==> src/rtl/mmcm_drp_reconfig_if.sv <==
// Bundle of control, table and DRP/MMCM signals between the reconfig
// engine (master) and the clocking wrapper / profile logic (slave).
interface mmcm_drp_reconfig_if #(
  parameter int TBL_AW = 7
);
  logic              start;
  logic              busy;
  logic              done;
  logic              err;
  logic [1:0]        err_code;
  logic [TBL_AW-1:0] tbl_addr;
  logic [38:0]       tbl_data;
  logic [6:0]        daddr;
  logic              den;
  logic              dwe;
  logic [15:0]       di;
  logic [15:0]       do_data;
  logic              drdy;
  logic              mmcm_rst;
  logic              locked;

  modport master (
    input  start, tbl_data, do_data, drdy, locked,
    output busy, done, err, err_code, tbl_addr, daddr, den, dwe, di, mmcm_rst
  );

  modport slave (
    output start, tbl_data, do_data, drdy, locked,
    input  busy, done, err, err_code, tbl_addr, daddr, den, dwe, di, mmcm_rst
  );
endinterface

==> src/rtl/mmcm_drp_reconfig.sv <==
// DRP initiator: walks a register table, applying each entry to the MMCM as a
// read-modify-write while holding it in reset, then waits for LOCKED.
//
// state     | meaning
// ----------+-------------------------------------------------------------
// IDLE      | waiting for start
// FETCH     | table read latency cycle
// LATCH     | capture addr/mask/data, raise read DEN
// RD_REQ    | read DEN on the bus
// RD_WAIT   | waiting for read DRDY, merge DO with table data
// WR_REQ    | write DEN/DWE on the bus
// WR_WAIT   | waiting for write DRDY
// NEXT      | advance entry or release MMCM reset
// LOCK_WAIT | waiting for LOCKED after reset release
// FINISH    | done pulse, drop busy
module mmcm_drp_reconfig #(
  parameter int NUM_ENTRIES  = 23,
  parameter int TBL_AW       = 7,
  parameter int DRDY_TIMEOUT = 64,
  parameter int LOCK_TIMEOUT = 65535
) (
  input  logic                clk,
  input  logic                rst,
  mmcm_drp_reconfig_if.master bus
);
  localparam int DCW = $clog2(DRDY_TIMEOUT + 1);
  localparam int LCW = $clog2(LOCK_TIMEOUT + 1);
  localparam logic [TBL_AW-1:0] LAST_IDX  = TBL_AW'(NUM_ENTRIES - 1);
  localparam logic [DCW-1:0]    DRDY_LAST = DCW'(DRDY_TIMEOUT - 1);
  localparam logic [LCW-1:0]    LOCK_LAST = LCW'(LOCK_TIMEOUT - 1);

  typedef enum logic [3:0] {
    IDLE, FETCH, LATCH, RD_REQ, RD_WAIT, WR_REQ, WR_WAIT, NEXT, LOCK_WAIT, FINISH
  } state_t;

  state_t            state;
  logic [TBL_AW-1:0] idx;
  logic [TBL_AW-1:0] tbl_addr;
  logic [15:0]       mask;
  logic [15:0]       data;
  logic [DCW-1:0]    drdy_cnt;
  logic [LCW-1:0]    lock_cnt;
  logic              busy;
  logic              done;
  logic              err;
  logic [1:0]        err_code;
  logic [6:0]        daddr;
  logic              den;
  logic              dwe;
  logic [15:0]       di;
  logic              mmcm_rst;
  logic [15:0]       merged;
  logic              drdy_expired;

  // mask bit 1 keeps the bit currently in the MMCM register
  assign merged       = (bus.do_data & mask) | (data & ~mask);
  assign drdy_expired = (drdy_cnt == DRDY_LAST);

  assign bus.busy     = busy;
  assign bus.done     = done;
  assign bus.err      = err;
  assign bus.err_code = err_code;
  assign bus.tbl_addr = tbl_addr;
  assign bus.daddr    = daddr;
  assign bus.den      = den;
  assign bus.dwe      = dwe;
  assign bus.di       = di;
  assign bus.mmcm_rst = mmcm_rst;

  always_ff @(posedge clk) begin
    if (rst) begin
      state    <= IDLE;
      idx      <= '0;
      tbl_addr <= '0;
      mask     <= '0;
      data     <= '0;
      drdy_cnt <= '0;
      lock_cnt <= '0;
      busy     <= 1'b0;
      done     <= 1'b0;
      err      <= 1'b0;
      err_code <= 2'd0;
      daddr    <= '0;
      den      <= 1'b0;
      dwe      <= 1'b0;
      di       <= '0;
      mmcm_rst <= 1'b0;
    end else begin
      done <= 1'b0;
      case (state)
        IDLE: begin
          if (bus.start) begin
            state    <= FETCH;
            mmcm_rst <= 1'b1;
            idx      <= '0;
            tbl_addr <= '0;
            err      <= 1'b0;
            err_code <= 2'd0;
            busy     <= 1'b1;
          end
        end
        FETCH: state <= LATCH;
        LATCH: begin
          daddr <= bus.tbl_data[38:32];
          mask  <= bus.tbl_data[31:16];
          data  <= bus.tbl_data[15:0];
          den   <= 1'b1;
          dwe   <= 1'b0;
          state <= RD_REQ;
        end
        RD_REQ: begin
          den      <= 1'b0;
          // counter holds cycles elapsed since the DEN cycle
          drdy_cnt <= DCW'(1);
          state    <= RD_WAIT;
        end
        RD_WAIT: begin
          if (bus.drdy) begin
            di    <= merged;
            den   <= 1'b1;
            dwe   <= 1'b1;
            state <= WR_REQ;
          end else if (drdy_expired) begin
            err      <= 1'b1;
            err_code <= 2'd1;
            mmcm_rst <= 1'b0;
            done     <= 1'b1;
            state    <= FINISH;
          end else begin
            drdy_cnt <= drdy_cnt + 1'b1;
          end
        end
        WR_REQ: begin
          den      <= 1'b0;
          dwe      <= 1'b0;
          drdy_cnt <= DCW'(1);
          state    <= WR_WAIT;
        end
        WR_WAIT: begin
          if (bus.drdy) begin
            state <= NEXT;
          end else if (drdy_expired) begin
            err      <= 1'b1;
            err_code <= 2'd1;
            mmcm_rst <= 1'b0;
            done     <= 1'b1;
            state    <= FINISH;
          end else begin
            drdy_cnt <= drdy_cnt + 1'b1;
          end
        end
        NEXT: begin
          if (idx == LAST_IDX) begin
            mmcm_rst <= 1'b0;
            lock_cnt <= '0;
            state    <= LOCK_WAIT;
          end else begin
            idx      <= idx + 1'b1;
            tbl_addr <= idx + 1'b1;
            state    <= FETCH;
          end
        end
        LOCK_WAIT: begin
          if (bus.locked) begin
            done  <= 1'b1;
            state <= FINISH;
          end else if (lock_cnt == LOCK_LAST) begin
            err      <= 1'b1;
            err_code <= 2'd2;
            done     <= 1'b1;
            state    <= FINISH;
          end else begin
            lock_cnt <= lock_cnt + 1'b1;
          end
        end
        FINISH: begin
          busy  <= 1'b0;
          state <= IDLE;
        end
        default: state <= IDLE;
      endcase
    end
  end
endmodule

==> src/flat_wrapper.sv <==
// flat-port wrapper written by rule: the top's interface ports become plain ports
module mmcm_drp_reconfig_flat 
#(
  parameter int NUM_ENTRIES  = 23,
  parameter int TBL_AW       = 7,
  parameter int DRDY_TIMEOUT = 64,
  parameter int LOCK_TIMEOUT = 65535
)
  (clk, rst, bus_start, bus_tbl_data, bus_do_data, bus_drdy, bus_locked, bus_busy, bus_done, bus_err, bus_err_code, bus_tbl_addr, bus_daddr, bus_den, bus_dwe, bus_di, bus_mmcm_rst);
  mmcm_drp_reconfig_if #(.TBL_AW(TBL_AW)) bus_i ();
  input  logic clk;
  input  logic rst;
  input wire logic [$bits(bus_i.start)-1:0] bus_start;
  input wire logic [$bits(bus_i.tbl_data)-1:0] bus_tbl_data;
  input wire logic [$bits(bus_i.do_data)-1:0] bus_do_data;
  input wire logic [$bits(bus_i.drdy)-1:0] bus_drdy;
  input wire logic [$bits(bus_i.locked)-1:0] bus_locked;
  output wire logic [$bits(bus_i.busy)-1:0] bus_busy;
  output wire logic [$bits(bus_i.done)-1:0] bus_done;
  output wire logic [$bits(bus_i.err)-1:0] bus_err;
  output wire logic [$bits(bus_i.err_code)-1:0] bus_err_code;
  output wire logic [$bits(bus_i.tbl_addr)-1:0] bus_tbl_addr;
  output wire logic [$bits(bus_i.daddr)-1:0] bus_daddr;
  output wire logic [$bits(bus_i.den)-1:0] bus_den;
  output wire logic [$bits(bus_i.dwe)-1:0] bus_dwe;
  output wire logic [$bits(bus_i.di)-1:0] bus_di;
  output wire logic [$bits(bus_i.mmcm_rst)-1:0] bus_mmcm_rst;
  assign bus_i.start = bus_start;
  assign bus_i.tbl_data = bus_tbl_data;
  assign bus_i.do_data = bus_do_data;
  assign bus_i.drdy = bus_drdy;
  assign bus_i.locked = bus_locked;
  assign bus_busy = bus_i.busy;
  assign bus_done = bus_i.done;
  assign bus_err = bus_i.err;
  assign bus_err_code = bus_i.err_code;
  assign bus_tbl_addr = bus_i.tbl_addr;
  assign bus_daddr = bus_i.daddr;
  assign bus_den = bus_i.den;
  assign bus_dwe = bus_i.dwe;
  assign bus_di = bus_i.di;
  assign bus_mmcm_rst = bus_i.mmcm_rst;
  mmcm_drp_reconfig #(.NUM_ENTRIES(NUM_ENTRIES), .TBL_AW(TBL_AW), .DRDY_TIMEOUT(DRDY_TIMEOUT), .LOCK_TIMEOUT(LOCK_TIMEOUT)) u_core (.clk(clk), .rst(rst), .bus(bus_i));
endmodule
==> config.mk <==
export PLATFORM = sky130hd
export DESIGN_NAME = mmcm_drp_reconfig_flat
export DESIGN_NICKNAME = d
export VERILOG_FILES = /design/src/rtl/mmcm_drp_reconfig_if.sv /design/src/rtl/mmcm_drp_reconfig.sv /design/src/flat_wrapper.sv
export SDC_FILE = /design/constraint.sdc
export NUM_CORES = 1
export LEC_CHECK = 0
export ABC_AREA = 1
export ABC_CLOCK_PERIOD_IN_PS = 1990
export CORE_ASPECT_RATIO = 1.1
export CORE_MARGIN = 3
export CORE_UTILIZATION = 40
export DETAILED_ROUTE_END_ITERATION = 6
export PLACE_DENSITY = 0.66
export REMOVE_ABC_BUFFERS = 1
export SLEW_MARGIN = 15
export SYNTH_ARGS = -nofsm -noshare
export SYNTH_HDL_FRONTEND = slang
export SYNTH_SLANG_ARGS = --single-unit
==> constraint.sdc <==
create_clock -name clk -period 1.99 [get_ports clk]
set_input_delay 0.4975 -clock clk [delete_from_list [all_inputs] [get_ports clk]]
set_output_delay 0.4975 -clock clk [all_outputs]
set_load 0.005 [all_outputs]
---- Yosys cells after proc, flatten, opt, wreduce, memory -nomap -nowiden ----
Cells that the tools add are included.
storage, ports and cells
  register bits ........................... 97
  output and inout port bits .............. 38
cells by class
  add/sub/neg operators ................... 3
  equal/unequal tests ..................... 23
  mux-type cells .......................... 44
  bitwise operators ....................... 4
  reductions and logical operators ........ 22
operators with widths
  kind                     number
  $mux W16                 3
  $pmux W4 S9              1
  $and A16 B16 Y16         2
  $pmux W16 S2             1
  $mux W4                  7
  $mux W7                  4
  $pmux W7 S2              2
  $add A16 B1 Y16 const B  1
  $eq A16 B16 Y1 const B   1
  $eq A4 B3 Y1 const B     4
  $not A16 Y16             1
  $or A16 B16 Y16          1
  $add A7 B1 Y7 const B    2
  $mux W1                  14
  $ne A2 B2 Y1 const B     7
  $mux W2                  5
  $reduce_and A2 Y1        5
  $reduce_bool A2 Y1       5
  $pmux W1 S3              3
  $reduce_bool A3 Y1       3
  $eq A4 B2 Y1 const B     2
  $eq A4 B4 Y1 const B     2
  $eq A7 B5 Y1 const B     1
  $eq A7 B6 Y1 const B     1
  11 further kinds         18

---- Depth between registers and ports, before layout ----
  word-level depth ........................ 4
  mapped depth ............................ 12
  depth with buffers taken out ............ 12

---- Least setup slack after synthesis ----
Ideal clock, no wire load.
  path type ............................... register -> register
  from .................................... register u_core.bus.tbl_addr[0] (netlist name)
  to ...................................... register u_core.lock_cnt[3]
  arrival time ............................ 1412 ps
  path slack .............................. 446 ps
  cell stages (with the launch flop) ...... 13
  path through ............................ dfxtp_1 inv_1 ha_1 nand2_1 inv_1 nand3_1 nand2_4 clkinv_1 nor2_4 nand2_4 buf_6 nand2_1 a21oi_1
RTL lines
  item                    RTL line                  source
  end signal: assignment  mmcm_drp_reconfig.sv:173  lock_cnt <= lock_cnt + 1'b1;
  end: declaration        mmcm_drp_reconfig.sv:42   logic [LCW-1:0] lock_cnt;

---- Worst setup path in the final report ----
  from .................................... register u_core.tbl_addr[3], in the netlist u_core.bus.tbl_addr[3]
  to ...................................... output bus_tbl_addr[3]
RTL lines
  item                      RTL line                  source
  start: declaration        mmcm_drp_reconfig.sv:38   logic [TBL_AW-1:0] tbl_addr;
  start signal: assignment  mmcm_drp_reconfig.sv:159  tbl_addr <= idx + 1'b1;
  end: declaration          flat_wrapper.sv:22        output wire logic [$bits(bus_i.tbl_addr)-1:0] bus_tbl_addr;
No word-level cell between the ends.

==> impl_metrics.tcl <==
set metrics [dict create \
    crit_family "buffers and inverters" \
    async_reset_ff_share_pct 0 \
    place_hpwl_mm 8.10 \
    gp_congestion 0.888 \
    synth-adder-area-share_pct 1.42 \
    vias 4258 \
    yosysWarnings 0 \
    maxCapViolCount 0 \
    start_util_pct 41.7 \
    crit_end "bus_tbl_addr[3]" \
    antenna_cells 0 \
    finalClockSkew_ns 0.00539 \
    path_buf_inv 1 \
    finalCriticalPeriod_ns 1.81 \
    drt_iter0_markers 163 \
    ys_top_cells_by_count "nor2_1 (122), dfxtp_1 (97), nand2_1 (95)" \
    synth_top_family_by_area "simple AND/OR/NAND/NOR gates" \
    min_period_over_period_pct 91.2 \
    tightest_slew_ns 0.381 \
    synthToLayoutAreaGrowth_pct 33.3 \
    cts-resized-gates 0 \
    crit_path_start "u_core.bus.tbl_addr[3]" \
    pwr_density_cell_nw_per_um2 823 \
    drive_gt1_share_pct 6.55 \
    required_ns 1.49 \
    holdWs_ns 0.447 \
    grt_use_total_pct 18.4 \
    wl_mm 11.1 \
    io_buffers 97 \
    grt.overflow.total 0 \
    grt_pass1_vias 4055 \
    avgViaCountPerCell 4.86 \
    ios 98 \
    yosys.area.top_type_share_pct 44.0 \
    synth_seq_cells 97 \
    ctsHoldBuffers 0 \
    fmax_ghz 0.551 \
    core_area_um2 10600 \
    fin_util_pct 55.6 \
    cts-root-buf "clkbuf_16" \
    setup-violations-final 0 \
    synth.most_common_cell "nor2_1" \
    synth_edf_count 0 \
    crit_slowest_cell "clkdlybuf4s50_1" \
    hold_class "flip-flop to flip-flop" \
    power_uw 4840 \
    r2r-end "u_core.lock_cnt[0]" \
    syn_area_per_cell_um2 6.97 \
    cts_made_buffers 9 \
    cts_buffer_depth 2 \
    insertion_delay_ns 0.34 \
    fp.dieH_um 116 \
    synth.mux.area_fraction_pct 0 \
    dr.pass1.iters 5 \
    synthSimpleGateAreaFrac_pct 26.8 \
    synthTopCellsByArea "dfxtp_1 (44%), nor2_1 (10%), a21oi_1 (8.8%)" \
    fin_nets 793 \
    p_leak_uw 0.00237 \
    yosysTopAreaCell "dfxtp_1" \
    crit_cells 1 \
    antenna_left 0 \
    rsz0062_at_grt "false" \
    synth-compound-area-share_pct 18.2 \
    cts_tree "done" \
    finalHoldViolations 0 \
    slew_viol_final 0 \
    die_w_um 106 \
    synthXorXnorAreaFrac_pct 1.59 \
    rrSetupSlack_ns 0.24 \
    ys.flop_type "dfxtp_1" \
    die-area_um2 12300 \
    cts_setup_buffers 0 \
    arrival_ns 1.32 \
    outcome "finished clean" \
    worst-path-max-fanout 5 \
    ir_drop_mv 0.376 \
    max_stage_delay_ns 0.54 \
    start_kind "flip-flop" \
    avgRoutedWirePerCell_um 12.7 \
    yosysSeqAreaShare_pct 44.0 \
    synth_cell_types 30 \
    grt_pass1_wl_mm 18.3 \
    cp_cell_sequence "clkdlybuf4s50_1" \
    r2r-start "u_core.bus.tbl_addr[0]" \
    slew_headroom_pct 74.3 \
    netlist_area_um2 4410 \
    path_clk_slew_ns 0.07 \
    row_count 39 \
    critPathCaptureType "output pin" \
    reg2reg_depth 11 \
    antenna_found_initial 0 \
    path_class "flip-flop to output pin" \
    setup_tns_ns 0 \
    cts_sinks 97 \
    netlist_instances 633 \
    htree_levels 3 \
    drc 0 \
    grt_max_degree 44 \
]
## report_power, final
part / internal [µW] / total, µW / switching (µW)
combinational: 369 / 762 / 393
clock: 1110 / 1900 / 784
sequential: 2100 / 2180 / 85.1
## cell families after synthesis
kind of cell             Yosys count
XOR/XNOR                           8
flip-flops                        97
adder cells (fa/ha/maj)            5
AO/OA/AOI/OAI                    157
AND/OR/NAND/NOR                  276
buffers and inverters             90
## layout by cell type, fill, tap and decap left out, types with 9 or more instances in the layout
cell type          n
a21oi_1           78
o21ai_0           71
dfxtp_1           97
nand3_1           25
inv_1             62
nand4_1           10
clkdlybuf4s50_1   97
clkbuf_16          9
nor2_1           122
nand2_1           95
## stage by stage
stage	setup slack, ns	instances	instance area, µm²
after CTS	0.165	876	5890
after global routing	0.0723	876	5890
after detailed placement	0.0369	860	5560
final	0.176	876	5890
after floorplan	0.184	611	4320
after global placement	0.0672	860	5560
## worst min-delay path by stage
stage / startpoint / end / slack (ns) / cells after the start
after floorplan: u_core.drdy_cnt[6] / u_core.drdy_cnt[6] / 0.42 / 2
after global placement: u_core.drdy_cnt[6] / u_core.drdy_cnt[6] / 0.43 / 2
after detailed placement: u_core.drdy_cnt[6] / u_core.drdy_cnt[6] / 0.43 / 2
after CTS: u_core.drdy_cnt[6] / u_core.drdy_cnt[6] / 0.45 / 2
after global routing: u_core.drdy_cnt[6] / u_core.drdy_cnt[6] / 0.46 / 2
final: u_core.drdy_cnt[6] / u_core.drdy_cnt[6] / 0.45 / 2
## layer usage
| metal | track usage (%) | vias up | part of all wire, % |
|---|---|---|---|
| li1 | - | 2241 | - |
| met1 | 21.3 | 1904 | 44 |
| met2 | 31.5 | 103 | 47 |
| met3 | 6.85 | 10 | 7.8 |
| met4 | 6.22 | 0 | 1.2 |
| met5 | 0 | - | 0 |
## registers in the layout, summed over array words and instances (netlist names)
register / flops
u_core.bus.err_code: 2
u_core.bus.err: 1
u_core.bus.den: 1
u_core.lock_cnt: 16
u_core.bus.daddr: 7
u_core.state: 4
u_core.drdy_cnt: 7
u_core.bus.busy: 1
u_core.bus.done: 1
u_core.bus.dwe: 1
u_core.data: 16
u_core.bus.di: 16
u_core.bus.tbl_addr: 7
u_core.bus.mmcm_rst: 1
u_core.mask: 16
## final cells by class
| class | count | area (µm²) |
|---|---|---|
| fill | 1014 | 4700 |
| multi-input combinational | 446 | 2120 |
| sequential | 97 | 1940 |
| timing repair buffer | 106 | 1060 |
| inverter | 68 | 255 |
| clock buffer | 9 | 225 |
| tap | 143 | 179 |
| clock inverter | 7 | 101 |
(Power assumes the default switching activity.)
